<file path="config.mk">
export PLATFORM = sky130hd
export DESIGN_NAME = cache_fill_ctrl
export DESIGN_NICKNAME = d
export VERILOG_FILES = /design/src/rtl/cache_fill_ctrl.sv
export SDC_FILE = /design/constraint.sdc
export NUM_CORES = 1
export LEC_CHECK = 0
export BUFFER_PORTS_ARGS = -buffer_cell sky130_fd_sc_hd__buf_4
export CAP_MARGIN = 40
export CORE_MARGIN = 2
export CORE_UTILIZATION = 34
export CTS_BUF_LIST = sky130_fd_sc_hd__clkbuf_8 sky130_fd_sc_hd__clkbuf_16
export CTS_CLUSTER_SIZE = 20
export DETAILED_ROUTE_END_ITERATION = 6
export PLACE_DENSITY = 0.76
export SYNTH_ARGS = -nofsm -noshare
export SYNTH_HDL_FRONTEND = slang
export SYNTH_SLANG_ARGS = --single-unit
</file>
<file path="constraint.sdc">
create_clock -name clk -period 2.4 [get_ports clk]
set_clock_uncertainty 0.1 [all_clocks]
set_input_delay 0.72 -clock clk [delete_from_list [all_inputs] [get_ports clk]]
set_output_delay 0.72 -clock clk [all_outputs]
set_load 0.01 [all_outputs]
</file>
<file path="src/rtl/cache_fill_ctrl.sv">
// Block-fill controller between the I/D cache and memory4c: pipelines one read per cycle on a miss and forwards write-through stores.
// Optional macro CRITICAL_WORD_FIRST_EN: fetch starts at the missing word and adds the crit_word_valid pulse.
module cache_fill_ctrl #(
  parameter int ADDR_WIDTH  = 16,
  parameter int BLOCK_WORDS = 8,
  parameter int MEM_LATENCY = 4
) (
  input  logic                          clk,
  input  logic                          rst,
  input  logic                          miss_detected,
  input  logic [ADDR_WIDTH-1:0]         miss_address,
  input  logic                          st_req,
  input  logic [ADDR_WIDTH-1:0]         st_addr,
  input  logic [15:0]                   st_data,
  output logic                          st_ready,
  output logic                          fsm_busy,
  output logic                          mem_enable,
  output logic                          mem_wr,
  output logic [ADDR_WIDTH-1:0]         mem_addr,
  output logic [15:0]                   mem_data_in,
  input  logic                          mem_data_valid,
  input  logic [15:0]                   mem_data_out,
  output logic                          write_data_array,
  output logic [$clog2(BLOCK_WORDS)-1:0] cache_word_idx,
  output logic [15:0]                   cache_data,
  output logic                          write_tag_array,
  output logic                          fill_done
`ifdef CRITICAL_WORD_FIRST_EN
  , output logic                        crit_word_valid
`endif
);

  localparam int W = $clog2(BLOCK_WORDS);
  localparam logic [W:0]            LAST_CNT = (W+1)'(BLOCK_WORDS - 1);
  localparam logic [ADDR_WIDTH-1:0] BLK_MASK = ADDR_WIDTH'((1 << (W + 1)) - 1);

  typedef enum logic [1:0] {IDLE, ISSUE, DRAIN} state_t;

  state_t                r_state;
  logic [ADDR_WIDTH-1:0] r_base;
  logic [W:0]            r_iss_cnt;
  logic [W:0]            r_rsp_cnt;
  logic [W-1:0]          w_crit;

`ifdef CRITICAL_WORD_FIRST_EN
  logic [W-1:0] r_crit;
  assign w_crit = r_crit;
`else
  assign w_crit = '0;
`endif

  logic                  w_idle;
  logic                  w_st_go;
  logic                  w_rsp;
  logic                  w_last;
  logic [W-1:0]          w_req_word;
  logic [W-1:0]          w_rsp_word;
  logic [ADDR_WIDTH-1:0] w_req_addr;

  // Word indices wrap naturally in W bits, which gives the modulo for wrapped fetch order.
  assign w_req_word = r_iss_cnt[W-1:0] + w_crit;
  assign w_rsp_word = r_rsp_cnt[W-1:0] + w_crit;
  assign w_req_addr = r_base | ADDR_WIDTH'({w_req_word, 1'b0});

  assign w_idle  = (r_state == IDLE);
  assign w_st_go = ~rst & w_idle & ~miss_detected & st_req;
  assign w_rsp   = ~rst & ~w_idle & mem_data_valid;
  assign w_last  = w_rsp & (r_state == DRAIN) & (r_rsp_cnt == LAST_CNT);

  assign st_ready         = w_st_go;
  assign fsm_busy         = ~w_idle;
  assign mem_enable       = w_st_go | (~rst & (r_state == ISSUE));
  assign mem_wr           = w_st_go;
  assign mem_data_in      = w_st_go ? st_data : 16'h0000;
  assign write_data_array = w_rsp;
  assign cache_word_idx   = w_rsp ? w_rsp_word : '0;
  assign cache_data       = w_rsp ? mem_data_out : 16'h0000;
  assign write_tag_array  = w_last;
  assign fill_done        = w_last;
`ifdef CRITICAL_WORD_FIRST_EN
  assign crit_word_valid  = w_rsp & (r_rsp_cnt == '0);
`endif

  always_comb begin
    mem_addr = '0;
    if (w_st_go)
      mem_addr = st_addr & ~ADDR_WIDTH'(1);
    else if (~rst && r_state == ISSUE)
      mem_addr = w_req_addr;
  end

  always_ff @(posedge clk) begin
    if (rst) begin
      r_state   <= IDLE;
      r_iss_cnt <= '0;
      r_rsp_cnt <= '0;
    end else begin
      case (r_state)
        IDLE: begin
          if (miss_detected) begin
            r_iss_cnt <= '0;
            r_rsp_cnt <= '0;
            r_state   <= ISSUE;
          end
        end
        ISSUE: begin
          r_iss_cnt <= r_iss_cnt + 1'b1;
          if (r_iss_cnt == LAST_CNT)
            r_state <= DRAIN;
          if (w_rsp)
            r_rsp_cnt <= r_rsp_cnt + 1'b1;
        end
        DRAIN: begin
          if (w_rsp)
            r_rsp_cnt <= r_rsp_cnt + 1'b1;
          if (w_last)
            r_state <= IDLE;
        end
        default: r_state <= IDLE;
      endcase
    end
  end

  // Block address and start word are datapath captures; they need no reset.
  always_ff @(posedge clk) begin
    if (w_idle && miss_detected) begin
      r_base <= miss_address & ~BLK_MASK;
`ifdef CRITICAL_WORD_FIRST_EN
      r_crit <= miss_address[W:1];
`endif
    end
  end

`ifndef SYNTHESIS
  logic [W:0] w_outstanding;
  assign w_outstanding = r_iss_cnt - r_rsp_cnt;

  // More reads in flight than the memory latency means responses are missing or duplicated.
  always @(posedge clk) begin
    if (!rst && !w_idle)
      assert (int'(w_outstanding) <= MEM_LATENCY)
        else $error("cache_fill_ctrl: %0d reads outstanding exceeds latency %0d", w_outstanding, MEM_LATENCY);
  end
`endif

endmodule
</file>
After elaboration in Yosys (flattened, before gate mapping)
Cells that the tools add are included.
Storage, ports and cells
  register bits after elaboration: 22
  input bits: 69
  output and inout port bits: 58
  logic and storage cells: 49
Cells by class
  $add $sub $neg: 2
  eq/ne operators: 8
  mux-type cells: 13
  bitwise gates (word level): 13
  reductions and logical operators: 9
Operators with widths (number)
  16-bit 2-to-1 mux: 4
  16-bit by 4-bit bitwise OR with 16-bit output: 1
  4-bit one-hot mux with 2 select lines: 2
  4-bit by 1-bit adder with 4-bit output, second input constant: 2
  1-bit bitwise AND: 8
  4-bit by 3-bit == test with 1-bit output, second input constant: 2
  4-bit 2-to-1 mux: 2
  2-bit 2-to-1 mux: 3
  2-bit one-hot mux with 3 select lines: 1
  3-bit AND reduction: 2
  2-bit by 1-bit inequality test with 1-bit output, second input constant: 2
  2-bit inequality test, second input constant: 2
  2-bit nonzero test: 2
  3-bit 2-to-1 mux: 1
  1-bit NOT: 3
  2-bit by 1-bit == test with 1-bit output, second input constant: 1
  2-bit == test, second input constant: 1
  1-bit logical AND: 2
  2-bit zero test: 1
  2-bit AND reduction: 1
  2-bit OR reduction: 1
  1-bit bitwise OR: 1

Longest topological paths before layout
  depth after elaboration: 8
  mapped depth: 8
  depth with buffers taken out: 6

Least setup slack after synthesis
OpenSTA, ideal clock, no wires.
  kind: reg-to-output
  from: reg r_state[0]
  to: out mem_addr[10]
  arrival time: 1640 ps
  data required time: 1580 ps
  path slack: -60 ps
  cell stages (with the launch flop): 9
  cells stage by stage: dfxtp_1 -> inv_1 -> ha_1 -> buf_6 -> and2b_4 -> and3b_1 -> buf_2 -> buf_2 -> a22o_1
On the way
  word-level cells in the longest chain between the ends: 5
RTL lines
  start: declaration: RTL line 39  | state_t r_state;
  start signal: assignment: RTL line 94  | r_state <= IDLE;
  start signal: assignment: RTL line 103  | r_state <= ISSUE;
  start signal: assignment: RTL line 109  | r_state <= DRAIN;
  2-bit zero test: RTL line 65  | assign w_idle = (r_state == IDLE);
  1-bit bitwise AND (3 in series): RTL line 66  | assign w_st_go = ~rst & w_idle & ~miss_detected & st_req;
  16-bit 2-to-1 mux (*): RTL line 86  | if (w_st_go)
  end: declaration: RTL line 19  | output logic [ADDR_WIDTH-1:0] mem_addr,
Mark *: on every way between the ends. The rest lies on a longest branch, timed or not.

Final worst setup path
  from: in miss_detected
  to: out mem_addr[2]
On the way
  word-level cells in the longest chain between the ends: 4
RTL lines
  start: declaration: RTL line 10  | input logic miss_detected,
  1-bit NOT: RTL line 66
  1-bit bitwise AND (2 in series): RTL line 66
  16-bit 2-to-1 mux: RTL line 86
No other way between the ends.

==> impl_metrics.tcl <==
set metrics [dict create \
    dieWidth_um 69.9 \
    cts.htree.levels 1 \
    postRouteAntennaNets 0 \
    grt_max_degree 35 \
    num-nets-final 370 \
    sw_frac_of_total 0.326 \
    antenna_cells 0 \
    area.growth.synth_to_final_pct 99.1 \
    drt_wl_total_um 4710 \
    num-fill-cells 305 \
    cpMostUsedCell "buf_6" \
    yosys.area.top_type "edfxtp_1" \
    crit_buf_inv 3 \
    synth_seq_cells 22 \
    antenna_found_initial 0 \
    critPathTopFamily "simple AND/OR/NAND/NOR gates" \
    combPwrFrac 0.569 \
    layout_min_cycle_time_ns 2.58 \
    hold_class "reg -> reg" \
    cts_buffers 3 \
    clockBufferDepth 2 \
    timing.final.ws_setup_ns -0.184 \
    leakage_nw 1.41 \
    switchingPower_w 0.000645 \
    grt_pass1_wl_um 7250 \
    grt_overflow 0 \
    synthArstFlopShare 0 \
    synth_nets 229 \
    cts_root_buf "clkbuf_8" \
    dr.pass1.iters 4 \
    irDropWorstVdd_mv 0.408 \
    netlist.area_leader.share 0.244 \
    die_h_um 69.9 \
    seqPwrFrac 0.258 \
    slew_violations 0 \
    start_util 0.362 \
    dp_hpwl_um 3280 \
    syn-cell-area_um2 1480 \
    tns_ns -7.71 \
    finalSetupViolCount 56 \
    postSynthAreaPerCell_um2 9.60 \
    p_total_w 0.00198 \
    status "finished, violations left" \
    drtIter0Drc 35 \
    finalHoldViolCount 0 \
    max_freq_ghz 0.387 \
    yosys_most_used_dff "edfxtp_1" \
    crit_chain "buf_6, and2b_4, and3b_2, buf_12, a22o_1, buf_6" \
    coreArea_um2 4090 \
    drv_cap 0 \
    failed_checks "setup timing" \
    synth_area_leaders "edfxtp_1 (24%), and2_1 (15%), dfxtp_1 (14%)" \
    start_kind "primary input" \
    worstSetupPathType "in -> out" \
    critical_path_required_ns 1.58 \
    rsz0062_at_grt "true" \
    drc 0 \
    cts.sinks 22 \
    cpPeakStageDelay_ns 0.26 \
    synth_edf_count 12 \
    yosys_warnings 0 \
    critPathMaxFanout 17 \
    ys_seq_area_frac 0.379 \
    hold_ws_ns 0.405 \
    track_usage 0.178 \
    crit_arrival_ns 1.76 \
    io_pins 127 \
    die_area_um2 4890 \
    wl_per_cell_um 13.7 \
    clk_latency_ns 0.26 \
    clkSlewWorstSetupHoldPaths_ns 0.08 \
    gp_congestion 0.769 \
    critPathCaptureType "output pin" \
    yosysUniqueCellTypes 39 \
    cts_tree "done" \
    post-route-period-util 1.08 \
    via_per_inst 4.82 \
    vias 1659 \
    synth_cells 154 \
    p_int_w 0.00133 \
    pwr_density_cell_nw_per_um2 673 \
    grt_pass1_vias 1624 \
    port_buffers 120 \
    p_clk_frac 0.173 \
    cp_slowest_cell "and2b_4" \
    drive_gt1_frac 0.653 \
    post-place-ws_ns -0.338 \
    std_cell_rows 23 \
]
[per-layer routing]
metal	wire length [um]	track usage
met1	1700	0.193
met2	2400	0.335
met3	540	0.0447
met5	0	0
met4	74	0.0556
[synthesized netlist by cell type (2+ instances only)]
library cell,instances
mux2_2,2
nand2_1,5
o21ai_0,5
nand3b_1,2
a31oi_1,2
and3_1,2
buf_2,7
mux2i_1,2
buf_4,3
a22o_1,15
nand2b_1,6
edfxtp_1,12
dfxtp_1,10
nor2b_1,3
ha_1,6
a21oi_1,4
nand3_1,3
inv_1,4
clkbuf_1,3
nor2_1,4
and2_1,36
[path summary, 6_finish.rpt]
path | startpoint | to | slack, ns | depth (start not counted)
max | miss_detected | mem_addr[2] | -0.18 | 6
min | r_iss_cnt[3]$_SDFFE_PP0P_ | r_iss_cnt[3]$_SDFFE_PP0P_ | 0.41 | 2
max reg2reg | r_state[0]$_SDFFE_PP0P_ | r_rsp_cnt[3]$_SDFFE_PP0P_ | 0.30 | 13
min reg2reg | r_iss_cnt[3]$_SDFFE_PP0P_ | r_iss_cnt[3]$_SDFFE_PP0P_ | 0.41 | 2
[state kept, by name, summed over array words and instances, names as in the netlist]
name       cells
r_base        12
r_iss_cnt      4
r_rsp_cnt      4
r_state        2
[power by group through the flow]
| stage | clock network, W | logic (W) | registers, W |
|---|---|---|---|
| floorplan | 0 | 0.000509 | 0.000511 |
| global placement | 0 | 0.000878 | 0.000511 |
| detailed placement | 0 | 0.000890 | 0.000515 |
| CTS | 0.000351 | 0.00107 | 0.000510 |
| global route | 0.000361 | 0.00122 | 0.000518 |
| finish | 0.000343 | 0.00113 | 0.000510 |
[cells by family after synthesis]
logic type                 after synthesis  synth area share
AOI/OAI and AO/OA                       34             0.184
xor gates and xnor gates                 1           0.00593
adders and majority gates                6            0.0508
buffers and inverters                   18            0.0643
DFF                                     22             0.379
muxes                                    4            0.0288
other                                    1           0.00254
and+or+nand+nor                         68             0.285
[cell usage in the layout, fill, tap and decap left out, drive strengths merged, types with 2 or more instances in the layout]
master  count
ha          6
and2       37
clkbuf      4
edfxtp     12
nor2b       3
buf       149
and3        2
mux2        2
nand3       3
a21oi       5
a31oi       2
nor2        4
nand2       5
mux2i       2
a311oi      2
a22o       15
dfxtp      10
inv         4
nand3b      2
o21ai       5
nand2b      6
[layout make-up]
cell class	instances	area, um^2	share of cell area
timing repair buffer	150	1330	0.451
sequential	22	563	0.191
clock buffer	3	41.3	0.0140
inverter	4	15.0	0.00510
tap	50	62.6	0.0213
clock inverter	1	30.0	0.0102
multi-input combinational	114	902	0.307
[timing repair]
item | in CTS | in global routing
hold buffers | 0 | 0
pin swaps | 14 | 6
gates resized for setup | 50 | 17
setup buffers | 8 | 3
setup endpoints to repair | 56 | 56
cloned | 3 | 1
[stage by stage]
| step | util | std cells | instance area (um^2) |
|---|---|---|---|
| after floorplan | - | 154 | 1500 |
| after global placement | 0.612 | 325 | 2500 |
| after detailed placement | 0.612 | 325 | 2500 |
| after CTS | 0.691 | 340 | 2820 |
| after global routing | 0.720 | 344 | 2940 |
| final | 0.720 | 344 | 2940 |
[worst reg2reg max path: stages, from the launching register on]
cell	delay (ns)
dfxtp_2	0.35
inv_2	0.05
ha_4	0.15
buf_6	0.11
nor3b_4	0.27
buf_6	0.16
buf_6	0.10
buf_12	0.09
buf_4	0.09
buf_4	0.10
buf_4	0.12
nand4_1	0.09
nand2_1	0.10
a311oi_2	0.10
Power figures use the tool's default switching activity.
